`config.mk`:
```
export PLATFORM = sky130hd
export DESIGN_NAME = sampler_and_buffer_writer
export DESIGN_NICKNAME = d
export VERILOG_FILES = /design/src/rtl/sampler_and_buffer_writer.sv
export SDC_FILE = /design/constraint.sdc
export NUM_CORES = 1
export LEC_CHECK = 0
export BUFFER_PORTS_ARGS = -buffer_cell sky130_fd_sc_hd__buf_2
export CAP_MARGIN = 20
export CORE_ASPECT_RATIO = 1.2
export CORE_UTILIZATION = 45
export CTS_CLUSTER_DIAMETER = 60
export DETAILED_ROUTE_END_ITERATION = 10
export HOLD_SLACK_MARGIN = 0.08
export PLACE_DENSITY = 0.7
export SLEW_MARGIN = 20
export SYNTH_ARGS = -nofsm -noshare
export SYNTH_HDL_FRONTEND = slang
export SYNTH_SLANG_ARGS = --single-unit
```
`constraint.sdc`:
```
create_clock -name clk -period 4.15 [get_ports clk]
set_input_delay 0.415 -clock clk [delete_from_list [all_inputs] [get_ports clk]]
set_output_delay 0.415 -clock clk [all_outputs]
set_load 0.01 [all_outputs]
```
`src/rtl/sampler_and_buffer_writer.sv`:
```
// Sample-tick edge capture into ping-pong sample banks.
// Pulses start_round when a bank fills; holds off while the estimator is busy.
module sampler_and_buffer_writer #(
    parameter int DATA_W = 12,
    parameter int ADDR_W = 11
) (
    input  logic              clk,
    input  logic              rst_n,
    input  logic              f0_done,
    input  logic [DATA_W-1:0] data,
    input  logic              sample_tick,
    output logic              start_round,
    output logic [ADDR_W-1:0] Addr,
    output logic [DATA_W-1:0] out,
    output logic              now_writing,
    output logic [1:0]        en
);

    typedef enum logic {
        FILL = 1'b0,
        HOLD = 1'b1
    } state_t;

    state_t            state_q, state_d;
    logic              tick_q;
    logic [ADDR_W-1:0] ptr_q, ptr_d;
    logic              bank_q, bank_d;
    logic              start_round_q, start_round_d;
    logic [ADDR_W-1:0] addr_q, addr_d;
    logic [DATA_W-1:0] out_q, out_d;
    logic              now_writing_q, now_writing_d;
    logic [1:0]        en_q, en_d;
    logic              tick_edge;
    logic              ptr_last;

    assign tick_edge = sample_tick & ~tick_q;
    assign ptr_last  = (ptr_q == {ADDR_W{1'b1}});

    // Next-state: capture on tick edge, handle bank completion and hold-off.
    always_comb begin
        state_d       = state_q;
        ptr_d         = ptr_q;
        bank_d        = bank_q;
        start_round_d = 1'b0;
        addr_d        = addr_q;
        out_d         = out_q;
        now_writing_d = 1'b0;
        en_d          = 2'b00;
        unique case (state_q)
            FILL: begin
                if (tick_edge) begin
                    now_writing_d = 1'b1;
                    en_d          = bank_q ? 2'b10 : 2'b01;
                    addr_d        = ptr_q;
                    out_d         = data;
                    ptr_d         = ptr_q + 1'b1;
                    if (ptr_last) begin
                        if (f0_done) begin
                            start_round_d = 1'b1;
                            bank_d        = ~bank_q;
                        end else begin
                            state_d = HOLD;
                        end
                    end
                end
            end
            HOLD: begin
                if (f0_done) begin
                    start_round_d = 1'b1;
                    bank_d        = ~bank_q;
                    ptr_d         = '0;
                    state_d       = FILL;
                end
            end
            default: state_d = FILL;
        endcase
    end

    // State and registered outputs; reset abandons any partial bank.
    always_ff @(posedge clk) begin
        if (!rst_n) begin
            state_q       <= FILL;
            tick_q        <= 1'b0;
            ptr_q         <= '0;
            bank_q        <= 1'b0;
            start_round_q <= 1'b0;
            addr_q        <= '0;
            out_q         <= '0;
            now_writing_q <= 1'b0;
            en_q          <= 2'b00;
        end else begin
            state_q       <= state_d;
            tick_q        <= sample_tick;
            ptr_q         <= ptr_d;
            bank_q        <= bank_d;
            start_round_q <= start_round_d;
            addr_q        <= addr_d;
            out_q         <= out_d;
            now_writing_q <= now_writing_d;
            en_q          <= en_d;
        end
    end

    assign start_round = start_round_q;
    assign Addr        = addr_q;
    assign out         = out_q;
    assign now_writing = now_writing_q;
    assign en          = en_q;

endmodule

```
==> flow_metrics.py <==
metrics = {
    "global_route": {
        "grt_pass1_wl_um": 5290,
        "globalRouteTotalUtil_pct": 18.0,
        "antenna_found_initial": 0,
        "use_met1_pct": 19.1,
        "busiest_layer": "met2",
        "gr-usage-met3_pct": 5.75,
        "grt-ovfl-total": 0,
        "met2_usage_pct": 33.0,
        "grt_max_degree": 40,
        "grt_pass1_vias": 1219,
    },
    "routing": {
        "drcViolationCount": 8,
        "wirelength_um": 3190,
        "drtAntennaViolNets": 0,
        "drt_first_pass_iters": 7,
        "initialDrtViolationCount": 73,
        "wire_per_inst_um": 12.0,
        "vias": 1368,
        "vias_per_cell": 5.14,
    },
    "critical_path": {
        "required_ns": 4.33,
        "path_class": "reg -> reg",
        "critPathArrivalTime_ns": 2.14,
        "r2r-start": "state_q",
        "path_max_fanout": 17,
        "r2r_setup_slack_ns": 2.20,
        "crit_path_start_kind": "flop",
        "r2r_cells": 5,
        "r2r_end": "ptr_q[4]",
        "end_kind": "flop",
    },
    "sta": {
        "slew_viol_final": 0,
        "finalCritPeriodShare_pct": 47.1,
        "fin_skew_ns": 0.00430,
        "report.final.setup_viol": 0,
        "rsz0062_at_grt": "no",
        "tightestPinTransition_ns": 0.901,
        "fmax_ghz": 0.512,
        "slew_headroom_pct": 39.7,
        "min_period_ns": 1.95,
        "fin_setup_tns_ns": 0,
        "hold_violations": 0,
    },
    "synth": {
        "synth_cell_type_count": 30,
        "synthXorXnorAreaFrac_pct": 1.08,
        "yosysWarnings": 0,
        "synth_ff_type": "dfxtp_1",
        "synth_compound_area_share_pct": 17.3,
        "synth_most_common_cell": "nand2_1",
        "synth-simple-area-share_pct": 24.8,
        "synth_top_family_by_area": "simple AND/OR/NAND/NOR gates",
        "syn_area_per_cell_um2": 8.51,
        "synth_top_cell_area_share_pct": 50.7,
        "synthAdderAreaFrac_pct": 0.773,
        "yosys.area.top_type": "dfxtp_1",
        "ys_ff_latch": 41,
        "synth_area_leaders": "dfxtp_1, nand2_1, a21boi_0",
        "synth_fp_nets": 207,
        "synth-edff-count": 0,
        "async_flop_share_pct": 0,
        "yosys-top-cells-count": "nand2_1, dfxtp_1, a21boi_0",
        "synth-seq-area-share_pct": 50.7,
        "muxShareOfSynthArea_pct": 1.86,
        "synthesis.area_um2": 1620,
        "syn_inst": 190,
    },
    "hold_path": {
        "hold_class": "in -> reg",
        "min_to": "state_q",
        "min_from": "f0_done",
        "whs_path_depth": 2,
    },
    "placed_design": {
        "dp_hpwl_um": 2120,
        "port_buffers": 42,
        "dpl_cell_area_um2": 1850,
        "dpl.cell_count": 260,
        "gp_congestion": 0.790,
    },
    "floorplan": {
        "die_x_um": 56.7,
        "die_h_um": 67.7,
        "core_um2": 3400,
        "rows": 23,
        "pin_count": 43,
        "die_area_um2": 3840,
        "start_util_pct": 47.6,
    },
    "run_status": {
        "violations": "DRC",
        "status": "finished with violations",
    },
    "clock_network": {
        "h-tree-depth": 2,
        "cts_buffers": 5,
        "hold_buffers": 0,
        "clockBufferDepth": 2,
        "insertion_delay_ns": 0.28,
        "clockRootBuffer": "clkbuf_8",
        "postCtsSetupBuffers": 0,
        "ctsResizeCount": 0,
        "clk_pin_slew_ns": 0.07,
        "tritoncts": "yes",
        "cts.sinks": 41,
    },
    "cells_and_area": {
        "nets": 247,
        "final_util_pct": 56.7,
        "instances_no_fill": 266,
        "drive_gt1_share_pct": 22.3,
        "design_area_um2": 1920,
        "num_antenna_cells": 0,
        "areaGrowthSynthToFinish_pct": 18.9,
        "fillers": 324,
    },
    "run": {
        "maxCapViolCount": 0,
    },
    "pwr": {
        "p_total_uw": 697,
        "p_per_area_nw_per_um2": 362,
        "leakagePower_nw": 0.835,
        "ir_drop_v": 0.000207,
    },
}
[flip-flops by register name, indices dropped and copies added (netlist names)]
register and flops:
Addr 11, bank_q 1, en 2, now_writing 1, out 12, ptr_q 11
start_round 1, state_q 1, tick_q 1
[worst max-delay path, stage by stage (launching register included)]
cell     delay [ns]
dfxtp_1        0.35
nor3b_2        0.76
buf_4          0.33
nand4_1        0.13
mux2i_1        0.13
and2_1         0.15
[through the flow]
| step | setup WS [ns] | hold WS (ns) |
|---|---|---|
| final | 2.20 | 0.339 |
| after global routing | 1.97 | 0.338 |
| after CTS | 2.17 | 0.332 |
| after detailed placement | 2.01 | 0.454 |
| after global placement | 2.02 | 0.450 |
| after floorplan | 2.54 | 0.419 |
[kinds of logic (layout without fill, tap and decap cells)]
family / count (synthesis) / in the layout
AND/OR/NAND/NOR: 90 / 90
flip-flops: 41 / 41
AO/OA/AOI/OAI: 39 / 39
buffers and inverters: 14 / 53
multiplexers: 3 / 3
XOR/XNOR: 2 / 2
adder cells (fa/ha/maj): 1 / 1
[metal layers]
layer  up-vias  part of all wire, %
li1        712                    -
met1       615                   43
met2        37                   50
met3         4                  5.9
met4         0                  1.4
met5         -                    0
[area by class of cell]
cell class                      count  area [um^2]  share of cell area [%]
Timing Repair Buffer               44          225                    11.7
Clock buffer                        5         68.8                    3.58
Inverter                            3         11.3                   0.585
Multi-Input combinational cell    135          747                    38.8
Sequential cell                    41          821                    42.7
Tap cell                           37         46.3                    2.41
Clock inverter                      1         5.00                   0.260
[report_power, final]
part / switching [mW] / internal [mW]
Combinational: 0.0318 / 0.0228
Sequential: 0.00550 / 0.403
Clock: 0.123 / 0.111
[worst max-delay path by stage]
| stage | end | startpoint | slack (ns) |
|---|---|---|---|
| final | ptr_q[4] | state_q | 2.20 |
| after global routing | ptr_q[4] | state_q | 1.97 |
| after detailed placement | ptr_q[4] | sample_tick | 2.01 |
| after global placement | ptr_q[4] | sample_tick | 2.02 |
| after floorplan | ptr_q[10] | sample_tick | 2.54 |
| after CTS | ptr_q[4] | state_q | 2.17 |
[layout by cell type (no fill, tap or decap), drive strengths merged, types with 2 or more instances in the layout]
master / count
mux2i: 3
a21boi: 25
nor4: 3
dfxtp: 41
buf: 44
inv: 3
nand4: 3
o31ai: 2
o21a: 2
and2: 6
clkbuf: 5
nor3: 2
nand3: 6
nor2: 6
nand2: 57
xnor2: 2
o21ai: 5
Power figures use the tool's default switching activity.
